--- src/rtl/systolic_pkg.sv ---
// rtl/systolic_pkg.sv - shared constants and FSM state type for the systolic feeder
// Purpose: default array dimension/element width, run-length constants and the
//          feeder FSM state encoding, imported by every feeder file.
// Ports:   none (package).
package systolic_pkg;

  localparam int DEF_N       = 4;
  localparam int DEF_WIDTH   = 32;
  localparam int FEED_CYCLES = 2*DEF_N - 1;
  localparam int CS_CYCLES   = 3*DEF_N - 2;
  // Cycle counter width; must hold CS_CYCLES.
  localparam int T_W         = 4;

  typedef enum logic [1:0] {
    IDLE,
    FEED,
    FLUSH,
    DONE
  } feed_state_t;

endpackage

--- src/rtl/systolic_feeder_skew_select.sv ---
// rtl/systolic_feeder_skew_select.sv - skew tap for one array lane
// Purpose: picks element (t - LANE) of a row/column vector, or 0 when that
//          index falls outside 0..N-1 or the lane is disabled.
// Ports:   i_t    - feed cycle index t
//          i_en   - lane enable (compute enable)
//          i_vec  - N elements, element k at [k*WIDTH +: WIDTH]
//          o_elem - selected element or 0
module skew_select
  import systolic_pkg::*;
#(
  parameter int WIDTH = DEF_WIDTH,
  parameter int N     = DEF_N,
  parameter int LANE  = 0
) (
  input  logic [T_W-1:0]     i_t,
  input  logic               i_en,
  input  logic [N*WIDTH-1:0] i_vec,
  output logic [WIDTH-1:0]   o_elem
);

  logic [T_W:0] w_k;

  always_comb begin
    // One extra bit so t < LANE wraps to a value no element index can match.
    w_k    = {1'b0, i_t} - (T_W+1)'(LANE);
    o_elem = '0;
    for (int k = 0; k < N; k++) begin
      if (i_en && (w_k == (T_W+1)'(k))) begin
        o_elem = i_vec[k*WIDTH +: WIDTH];
      end
    end
  end

endmodule

--- src/rtl/systolic_feeder.sv ---
// rtl/systolic_feeder.sv - skewed operand feeder for a 4x4 systolic array
// Purpose: stores matrix A by row and B by column, then on start streams them
//          diagonally skewed onto the west/north buses for 10 compute cycles.
// Config:  FEEDER_DBLBUF_EN - two bank sets swapped on start; loads always
//          target the shadow set and are accepted while busy.
// Ports:   clk, rst_n (async active-low)
//          load_valid/load_ready/load_sel/load_idx/load_data - row/column write
//          start - begin a feed; busy, done (1-cycle pulse), cs - compute enable
//          west_data - array rows 0..3; north_data - array columns 0..3
module systolic_feeder
  import systolic_pkg::*;
#(
  parameter int WIDTH = DEF_WIDTH,
  parameter int N     = DEF_N
) (
  input  logic               clk,
  input  logic               rst_n,
  input  logic               load_valid,
  output logic               load_ready,
  input  logic               load_sel,
  input  logic [1:0]         load_idx,
  input  logic [N*WIDTH-1:0] load_data,
  input  logic               start,
  output logic               busy,
  output logic               done,
  output logic               cs,
  output logic [N*WIDTH-1:0] west_data,
  output logic [N*WIDTH-1:0] north_data
);

  feed_state_t        r_state, w_state_nxt;
  logic [T_W-1:0]     r_t, w_t_nxt;
  logic               w_start, w_load, w_cs_nxt;
  logic               w_wr_set, w_rd_set;
  logic [N*WIDTH-1:0] r_a [2][N];
  logic [N*WIDTH-1:0] r_b [2][N];
  logic [WIDTH-1:0]   w_west_e [N];
  logic [WIDTH-1:0]   w_north_e [N];
  logic [N*WIDTH-1:0] w_west, w_north;
  logic               r_busy, r_done, r_cs, r_load_ready;
  logic [N*WIDTH-1:0] r_west, r_north;

  assign w_start = (r_state == IDLE) && start;
  assign w_load  = load_valid && r_load_ready;

`ifdef FEEDER_DBLBUF_EN
  logic r_act, w_act_nxt;
  assign w_act_nxt = w_start ? ~r_act : r_act;
  assign w_rd_set  = w_act_nxt;
  assign w_wr_set  = ~w_act_nxt;
`else
  // Set 0 takes loads; set 1 is a snapshot taken on start so a load landing
  // on the start edge (or any later edge) cannot disturb the running feed.
  // The start edge itself reads set 0 directly, before the write lands.
  assign w_rd_set = w_start ? 1'b0 : 1'b1;
  assign w_wr_set = 1'b0;
`endif

  always_comb begin
    w_state_nxt = r_state;
    w_t_nxt     = r_t;
    case (r_state)
      IDLE: begin
        if (start) begin
          w_state_nxt = FEED;
          w_t_nxt     = '0;
        end
      end
      FEED: begin
        w_t_nxt = r_t + T_W'(1);
        if (r_t == T_W'(FEED_CYCLES - 1)) w_state_nxt = FLUSH;
      end
      FLUSH: begin
        w_t_nxt = r_t + T_W'(1);
        if (r_t == T_W'(CS_CYCLES - 1)) w_state_nxt = DONE;
      end
      DONE: begin
        w_state_nxt = IDLE;
        w_t_nxt     = '0;
      end
      default: begin
        w_state_nxt = IDLE;
        w_t_nxt     = '0;
      end
    endcase
    w_cs_nxt = (w_state_nxt == FEED) || (w_state_nxt == FLUSH);
  end

  always_ff @(posedge clk or negedge rst_n) begin
    if (!rst_n) begin
      r_state <= IDLE;
      r_t     <= '0;
    end else begin
      r_state <= w_state_nxt;
      r_t     <= w_t_nxt;
    end
  end

  always_ff @(posedge clk or negedge rst_n) begin
    if (!rst_n) begin
      for (int s = 0; s < 2; s++) begin
        for (int r = 0; r < N; r++) begin
          r_a[s][r] <= '0;
          r_b[s][r] <= '0;
        end
      end
`ifdef FEEDER_DBLBUF_EN
      r_act <= 1'b0;
`endif
    end else begin
`ifdef FEEDER_DBLBUF_EN
      r_act <= w_act_nxt;
`else
      if (w_start) begin
        for (int r = 0; r < N; r++) begin
          r_a[1][r] <= r_a[0][r];
          r_b[1][r] <= r_b[0][r];
        end
      end
`endif
      if (w_load) begin
        if (!load_sel) r_a[w_wr_set][load_idx] <= load_data;
        else           r_b[w_wr_set][load_idx] <= load_data;
      end
    end
  end

  // Outputs for cycle t are computed from the next-state values so they are
  // registered and visible in the cycle that follows the edge.
  for (genvar g = 0; g < N; g++) begin : g_lane
    skew_select #(.WIDTH(WIDTH), .N(N), .LANE(g)) u_west (
      .i_t    (w_t_nxt),
      .i_en   (w_cs_nxt),
      .i_vec  (r_a[w_rd_set][g]),
      .o_elem (w_west_e[g])
    );
    skew_select #(.WIDTH(WIDTH), .N(N), .LANE(g)) u_north (
      .i_t    (w_t_nxt),
      .i_en   (w_cs_nxt),
      .i_vec  (r_b[w_rd_set][g]),
      .o_elem (w_north_e[g])
    );
  end

  always_comb begin
    w_west  = '0;
    w_north = '0;
    for (int k = 0; k < N; k++) begin
      w_west[k*WIDTH +: WIDTH]  = w_west_e[k];
      w_north[k*WIDTH +: WIDTH] = w_north_e[k];
    end
  end

  always_ff @(posedge clk or negedge rst_n) begin
    if (!rst_n) begin
      r_busy       <= 1'b0;
      r_done       <= 1'b0;
      r_cs         <= 1'b0;
      r_west       <= '0;
      r_north      <= '0;
      r_load_ready <= 1'b1;
    end else begin
      r_busy  <= (w_state_nxt != IDLE);
      r_done  <= (w_state_nxt == DONE);
      r_cs    <= w_cs_nxt;
      r_west  <= w_west;
      r_north <= w_north;
`ifdef FEEDER_DBLBUF_EN
      r_load_ready <= 1'b1;
`else
      r_load_ready <= (w_state_nxt == IDLE);
`endif
    end
  end

  assign busy       = r_busy;
  assign done       = r_done;
  assign cs         = r_cs;
  assign west_data  = r_west;
  assign north_data = r_north;
  assign load_ready = r_load_ready;

endmodule
--- config.mk ---
export PLATFORM = sky130hd
export DESIGN_NAME = systolic_feeder
export DESIGN_NICKNAME = d
export VERILOG_FILES = /design/src/rtl/systolic_pkg.sv /design/src/rtl/systolic_feeder_skew_select.sv /design/src/rtl/systolic_feeder.sv
export SDC_FILE = /design/constraint.sdc
export NUM_CORES = 2
export LEC_CHECK = 0
export ABC_AREA = 1
export BUFFER_PORTS_ARGS = -buffer_cell sky130_fd_sc_hd__buf_2
export CAP_MARGIN = 0
export CORE_UTILIZATION = 40
export DETAILED_ROUTE_END_ITERATION = 16
export PLACE_DENSITY = 0.63
export SYNTH_ARGS = -nofsm -noshare
export SYNTH_HDL_FRONTEND = slang
export SYNTH_HIERARCHICAL = 1
export SYNTH_SLANG_ARGS = --single-unit
--- constraint.sdc ---
create_clock -name clk -period 5.5 [get_ports clk]
set_input_delay 0.275 -clock clk [delete_from_list [all_inputs] [get_ports clk]]
set_output_delay 0.275 -clock clk [all_outputs]
set_load 0.02 [all_outputs]
[Word-level counts from Yosys, hierarchy flattened]
Cells that the tools add are included.
Storage, ports and cells
  register bits: 2314
  bits of input ports: 135
  output and inout port bits: 260
  word-level logic and storage cells: 139
Cells by class
  add/subtract/negate cells: 4
  $lt $le $gt $ge: 3
  equal/unequal tests: 20
  mux-type cells: 55
  bitwise logic cells: 3
  reductions and logical operators: 30
Operator list (number)
  2-to-1 mux 512 bit: 12
  bitwise mux 1024 bit: 2
  2-to-1 mux 32 bit: 32
  demux 128 bit (select 2 bit): 1
  2-to-1 mux 128 bit: 1
  equality test 5 x 2 -> 1 bit (second input constant): 6
  logical NOT 5 bit: 4
  logical AND 1 bit: 19
  equality test 5 x 1 -> 1 bit (second input constant): 3
  case mux 4 bit (3 select lines): 1
  subtractor 4 x 2 -> 5 bit (second input constant): 2
  equality test 2 bit (second input constant): 4
  equality test 4 x 2 -> 1 bit (second input constant): 2
  case mux 2 bit (4 select lines): 1
  2-to-1 mux 2 bit: 3
  subtractor 4 x 1 -> 5 bit (second input constant): 1
  adder 4 x 1 -> 4 bit (second input constant): 1
  equality test 2 x 1 -> 1 bit (second input constant): 2
  equality test 4 x 1 -> 1 bit (second input constant): 1
  equality test 4 x 3 -> 1 bit (second input constant): 1
  equality test 4 bit (second input constant): 1
  logical NOT 2 bit: 2
  2-to-1 mux 4 bit: 1
  AND reduction 2 bit: 2
  other kinds (10): 10

[Logic depth before layout (Yosys ltp)]
  depth after elaboration: 11
  depth in mapped cells: 16
  depth with buffers taken out: 14

[Modules after synthesis]
Netlist, hierarchy kept.
Modules (own cells, without submodules)
  systolic_feeder: instances 1, cells an instance 6726, area each 81415.6 um2, seq. area each 57906.8 um2
  skew_select (g_lane[0].u_north ...): instances 2, cells an instance 205, area each 1292.5 um2, seq. area each 0.0 um2
  skew_select (g_lane[2].u_north ...): instances 2, cells an instance 205, area each 1134.8 um2, seq. area each 0.0 um2
  skew_select (g_lane[1].u_north ...): instances 2, cells an instance 195, area each 1049.8 um2, seq. area each 0.0 um2
  skew_select (g_lane[3].u_north ...): instances 2, cells an instance 192, area each 928.4 um2, seq. area each 0.0 um2

[Worst setup path after synthesis]
No wires, ideal clock.
  path kind: flip-flop to flip-flop
  start point: reg r_t[0]
  end point: reg r_north[64] (netlist: north_data[64])
  setup time: 131 ps
  data arrival time: 4211 ps
  setup slack: 1158 ps
  cell stages (with the launch flop): 14
  buffers on the path: 2
  clock period less this slack: 4342 ps
  cell sequence: dfrtp_1 > inv_1 > ha_1 > o32ai_1 > inv_2 > ha_1 > inv_1 > nand2_1 > nand2_1 > nor2_2 > buf_4 > buf_4 > nand3_1 > nand4_1
On the way
  elaborated cells on any way between the ends: 24
RTL lines
  start: declaration: RTL line systolic_feeder.sv:32  | logic [T_W-1:0] r_t, w_t_nxt;
  start signal: assignment: RTL line systolic_feeder.sv:95  | r_t <= w_t_nxt;
  adder 4 x 1 -> 4 bit *: RTL line systolic_feeder.sv:70, systolic_feeder.sv:74
  case mux 4 bit (3 select lines) *: RTL line systolic_feeder.sv:62  | case (r_state)
  via w_t_nxt[1]: RTL line systolic_feeder.sv:32
  subtractor 4 x 2 -> 5 bit *: RTL line systolic_feeder_skew_select.sv:25  | w_k = {1'b0, i_t} - (T_W+1)'(LANE);
  logical NOT 5 bit: RTL line systolic_feeder_skew_select.sv:28  | if (i_en && (w_k == (T_W+1)'(k))) begin
  logical AND 1 bit: RTL line systolic_feeder_skew_select.sv:28
  2-to-1 mux 32 bit (3 in series): RTL line systolic_feeder_skew_select.sv:28
  2-to-1 mux 32 bit *: RTL line systolic_feeder_skew_select.sv:28
  via w_north[64]: RTL line systolic_feeder.sv:39  | logic [N*WIDTH-1:0] w_west, w_north;
  end signal: assignment: RTL line systolic_feeder.sv:167  | r_north <= w_north;
  end: declaration: RTL line systolic_feeder.sv:41  | logic [N*WIDTH-1:0] r_west, r_north;
Mark *: on every way through the listed nets, which the timed path passes. The rest lies on a longest branch.
A chain may end at the register's enable or synchronous reset.

[Worst setup path after layout]
  start point: reg r_state[0]
  end point: reg r_north[93] (netlist: north_data[93])
On the way
  elaborated cells on any way between the ends: 32
RTL lines
  start: declaration: RTL line systolic_feeder.sv:31  | feed_state_t r_state, w_state_nxt;
  start signal: assignment: RTL line systolic_feeder.sv:94  | r_state <= w_state_nxt;
  equality test 2 bit or equality test 2 x 1 -> 1 bit (tied branches): RTL line systolic_feeder.sv:62
  OR reduction 2 bit (no source line)
  case mux 4 bit (3 select lines) *: RTL line systolic_feeder.sv:62
  via w_t_nxt[2]: RTL line systolic_feeder.sv:32
  subtractor 4 x 2 -> 5 bit *: RTL line systolic_feeder_skew_select.sv:25
  logical NOT 5 bit: RTL line systolic_feeder_skew_select.sv:28
  logical AND 1 bit: RTL line systolic_feeder_skew_select.sv:28
  2-to-1 mux 32 bit (3 in series): RTL line systolic_feeder_skew_select.sv:28
  2-to-1 mux 32 bit *: RTL line systolic_feeder_skew_select.sv:28
  via w_north[93]: RTL line systolic_feeder.sv:39
Mark *: on every way through the listed nets, which the timed path passes. The rest lies on a longest branch. The select of a mux whose other input is x is not followed.

==> key figures <==
Clock tree
  • Post-cts resize count: 0
  • Number of sinks driven by the clock tree: approximately 2300
  • Clock tree from TritonCTS: done
  • Number of buffers inserted during clock tree synthesis: roughly 230
  • Clock-pin slew on the worst setup and hold paths: ~0.060 ns
  • Deepest clock path buffer count: 3
  • Depth of the CTS H-tree: 4
  • Post-CTS setup repair buffer count: 0
  • Root buffer selected by CTS: sky130_fd_sc_hd__clkbuf_16
  • Clock insertion delay at the later pin of the skew report: 0.94 ns

Cells and area
  • Synth-to-Final Area Change: 15.00%
  • Final Cell Area: ~100000 sq um
  • Share of layout cells above drive strength 1: 18.13%
  • Final cell count without fillers: roughly 12000
  • Final Util: between 40 and 50%
  • Count of nets after finishing: about 8800

Yosys
  • Top cell type by total area after synthesis: sky130_fd_sc_hd__dfrtp_1
  • Number of distinct library cell variants in the gate-level netlist after synthesis: 31
  • Avg Cell Area, Syn: around 11 sq um
  • Number of warnings reported in the yosys synthesis log: 6
  • Net count after synthesis: about 8500
  • Post-synthesis sequential area ratio: 64.18%
  • Post-Synthesis Cell Area: roughly 90000 sq um
  • Biggest area contributors in the synthesized netlist: sky130_fd_sc_hd__dfrtp_1 (64%), sky130_fd_sc_hd__mux2_2 (8.0%), sky130_fd_sc_hd__o21ai_0 (7.7%)
  • Area share of the largest cell type after synthesis: between 60 and 70%
  • Synth Instances: ~8300
  • Synthesis-stage register bit count: between 2000 and 2500

Die
  • Die Outline Area: approximately 230000 sq um
  • Die span in x: roughly 480 um
  • Starting density of the core: 40.43%
  • Core box area: around 220000 sq um
  • Floorplan die height: 476.9 um
  • Number of top-level pins: just under 400
  • Placement Rows: about 170

Timing
  • Setup TNS: 0 ns
  • Minimum period implied by the final worst setup slack: ~4.2 ns
  • Setup repair after global routing missed its margin: false
  • Fin crit share: between 70% and 80%
  • Max Fclk: 240.4 MHz
  • Worst slew margin relative to its limit: -1.153%
  • Count of endpoints failing setup in the final report: 0
  • Setup Skew: between 0.1 and 0.15 ns
  • Count of endpoints failing hold in the final timing report: 0
  • Number of max-slew violations in the final report: 24
  • Worst Tran Pin Value: about 1.5 ns
  • Hold Worst Slack: 0.05503 ns

Power
  • VDD IR max: a little under 600 uV
  • Total power per unit cell area: between 500 and 600 nW/um^2
  • Static power due to leakage: roughly 49 nW

Status
  • Failing checks: max-slew violations
  • Status: complete, but fails checks

Worst setup path
  • Critical register-to-register path endpoint: north_data[93]
  • Launching element type of the critical path: register
  • Reg-to-reg slack, setup: roughly 1.3 ns
  • WS Path Type: reg -> reg
  • Logic depth of the worst register-to-register path: 12
  • Critical path endpoint category: register
  • Largest driver fanout on the critical path: 24
  • Worst flop-to-flop path startpoint: r_state[0]
  • Required time of the critical path: 6.37 ns
  • Critical path data arrival time: 5.03 ns

Worst hold path
  • Path type of the worst min-delay path: in -> async

GRT
  • Global-route wire length before repair: around 450 mm
  • Vias in the first global route: 63805
  • Aggregate global-route resource usage: 27.55%
  • Met2 track utilization from global routing: between 40% and 50%
  • Met1 track demand over resource: ~37%
  • Global route hottest layer: met2
  • Gr ovfl total: 0
  • Pin count of the biggest net entering global routing: ~260
  • Fraction of met3 tracks used by global routing: between 7 and 8%
  • Number of antenna violations at the first check in global routing: between 70 and 80

Detailed routing
  • Remaining antenna violation count after routing: 0
  • First-pass iteration count of the detailed router: 8
  • Iteration-0 DRC Markers: approximately 8400
  • Routed WL per cell: roughly 27 um
  • Routed vias/inst: 5.562
  • Post-detailed-route DRC marker count: 0
  • Via Count: 65740
  • Detailed Route WL: roughly 320 mm

Place
  • Estimated wirelength of the detail-placed design: ~200 mm
  • Gpl congestion: 0.8942
  • Input/output buffers: between 300 and 400
  • Total cell area at the placement stage: approximately 94000 sq um
  • Placed Cells incl. Taps: roughly 11000

Job
  • Max-capacitance violation count: 0
## area by class of cell
| class | count | area (sq um) |
|---|---|---|
| fillers | 20271 | 119400 |
| repair buffers | 638 | 4499 |
| clock buffers | 341 | 6812 |
| well taps | 2975 | 3722 |
| clock inverters | 87 | 1279 |
| inverters | 563 | 2113 |
| diodes | 43 | 107.6 |
| flip-flops and latches | 2314 | 57910 |
| multi-input cells | 4859 | 27320 |
## metrics by stage
step | total power (W) | worst slack (ns)
final | 0.06025 | 1.340
after CTS | 0.06013 | 1.416
after floorplan | 0.03786 | 1.158
after global routing | 0.06344 | 1.156
after detailed placement | 0.04351 | 1.487
after global placement | 0.04272 | 1.550
## cells in the final DEF, fill, tap and decap left out, types with 4 or more instances in the layout
cell / instances
sky130_fd_sc_hd__o21ai_0: 1394
sky130_fd_sc_hd__mux2_2: 640
sky130_fd_sc_hd__nand2_1: 1821
sky130_fd_sc_hd__diode_2: 43
sky130_fd_sc_hd__clkbuf_1: 46
sky130_fd_sc_hd__clkinv_2: 47
sky130_fd_sc_hd__ha_1: 10
sky130_fd_sc_hd__buf_2: 393
sky130_fd_sc_hd__nand4_2: 4
sky130_fd_sc_hd__buf_12: 29
sky130_fd_sc_hd__nand3_1: 263
sky130_fd_sc_hd__nand2_2: 4
sky130_fd_sc_hd__clkinv_16: 12
sky130_fd_sc_hd__inv_2: 11
sky130_fd_sc_hd__nor3_4: 5
sky130_fd_sc_hd__o21ai_1: 14
sky130_fd_sc_hd__clkbuf_8: 66
sky130_fd_sc_hd__nor2_1: 10
sky130_fd_sc_hd__nand4_1: 648
sky130_fd_sc_hd__dfrtp_1: 2313
sky130_fd_sc_hd__nor2_4: 25
sky130_fd_sc_hd__bufinv_16: 19
sky130_fd_sc_hd__inv_1: 552
sky130_fd_sc_hd__buf_4: 84
sky130_fd_sc_hd__dlygate4sd3_1: 132
sky130_fd_sc_hd__clkbuf_16: 229
## what timing repair did
action | in CTS | in global routing
setup endpoints to repair | 0 | 0
hold endpoints to repair | 497 | 0
hold buffers | 132 | 0
## sequential cells by signal, indices dropped and copies added (netlist names)
| name | flops |
|---|---|
| r_b | 1024 |
| cs | 1 |
| load_ready | 1 |
| r_state | 2 |
| west_data | 128 |
| done | 1 |
| r_a | 1024 |
| north_data | 128 |
| busy | 1 |
| r_t | 4 |
## power breakdown
part	internal (W)	leakage, nW	switching [W]
Combinational	0.00562	16.2	0.0106
Clock	0.00951	3.99	0.00699
Sequential	0.0246	29.0	0.00299
Total	0.0397	49.2	0.0206
## how the worst max path moves through the flow
stage / start / to / slack (ns) / depth (start not counted)
6_report: r_state[0] / north_data[93] / 1.34 / 12
5_1_grt: r_state[1] / north_data[69] / 1.16 / 13
4_1_cts: r_state[0] / west_data[52] / 1.42 / 12
3_5_place_dp: r_state[0] / west_data[52] / 1.49 / 12
3_3_place_gp: r_state[1] / north_data[77] / 1.55 / 12
2_1_floorplan: r_t[0] / north_data[64] / 1.16 / 13
## worst max-delay path, stage by stage (launching register included)
cell and delay (ns):
sky130_fd_sc_hd__dfrtp_1 0.42, sky130_fd_sc_hd__inv_1 0.11, sky130_fd_sc_hd__ha_1 0.41, sky130_fd_sc_hd__inv_1 0.15, sky130_fd_sc_hd__or2_2 0.39, sky130_fd_sc_hd__o22ai_2 0.79, sky130_fd_sc_hd__inv_1 0.16, sky130_fd_sc_hd__ha_1 0.32
sky130_fd_sc_hd__nand2_1 0.08, sky130_fd_sc_hd__nor2_4 0.57, sky130_fd_sc_hd__buf_4 0.39, sky130_fd_sc_hd__nand3_1 0.14, sky130_fd_sc_hd__nand4_1 0.16
## logic make-up after synthesis
kind of cell | synth area share, %
buffers and inverters | 5.724
DFF | 64.18
xor gates and xnor gates | 0.009709
muxes | 7.988
AOI/OAI and AO/OA | 7.868
adders and majority gates | 0.1525
and+or+nand+nor | 14.08
## routing by layer
metal | up-vias | part of all wire [%] | routed length [um]
met1 | 33309 | 40 | 127900
met2 | 3203 | 44 | 138200
met4 | 16 | 6.2 | 19630
met3 | 673 | 9.8 | 30970
met5 | - | 0.031 | 99
li1 | 28539 | - | -
## cells in the mapped netlist
library cell / count
sky130_fd_sc_hd__dfrtp_1: 2313
sky130_fd_sc_hd__nand2_1: 1822
sky130_fd_sc_hd__o21ai_0: 1396
sky130_fd_sc_hd__nand4_1: 648
sky130_fd_sc_hd__mux2_2: 640
sky130_fd_sc_hd__inv_1: 554
sky130_fd_sc_hd__nand3_1: 266
sky130_fd_sc_hd__buf_2: 264
sky130_fd_sc_hd__clkbuf_1: 201
sky130_fd_sc_hd__buf_4: 53
sky130_fd_sc_hd__buf_6: 43
sky130_fd_sc_hd__buf_1: 21
sky130_fd_sc_hd__nor2_4: 20
sky130_fd_sc_hd__o21ai_1: 14
sky130_fd_sc_hd__nor2_1: 12
sky130_fd_sc_hd__ha_1: 11
sky130_fd_sc_hd__inv_2: 9
sky130_fd_sc_hd__nor2_2: 6
sky130_fd_sc_hd__nand2_2: 5
sky130_fd_sc_hd__nand4_2: 4
sky130_fd_sc_hd__nor3_2: 3
sky130_fd_sc_hd__a21oi_1: 2
sky130_fd_sc_hd__clkbuf_4: 2
sky130_fd_sc_hd__nand3_2: 2
sky130_fd_sc_hd__nor3_4: 2
sky130_fd_sc_hd__o21ai_2: 2
sky130_fd_sc_hd__dfstp_2: 1
sky130_fd_sc_hd__o22ai_1: 1
sky130_fd_sc_hd__o32ai_1: 1
sky130_fd_sc_hd__or2_2: 1
sky130_fd_sc_hd__xor2_1: 1
Note: power is estimated with default switching activity, not from simulation.
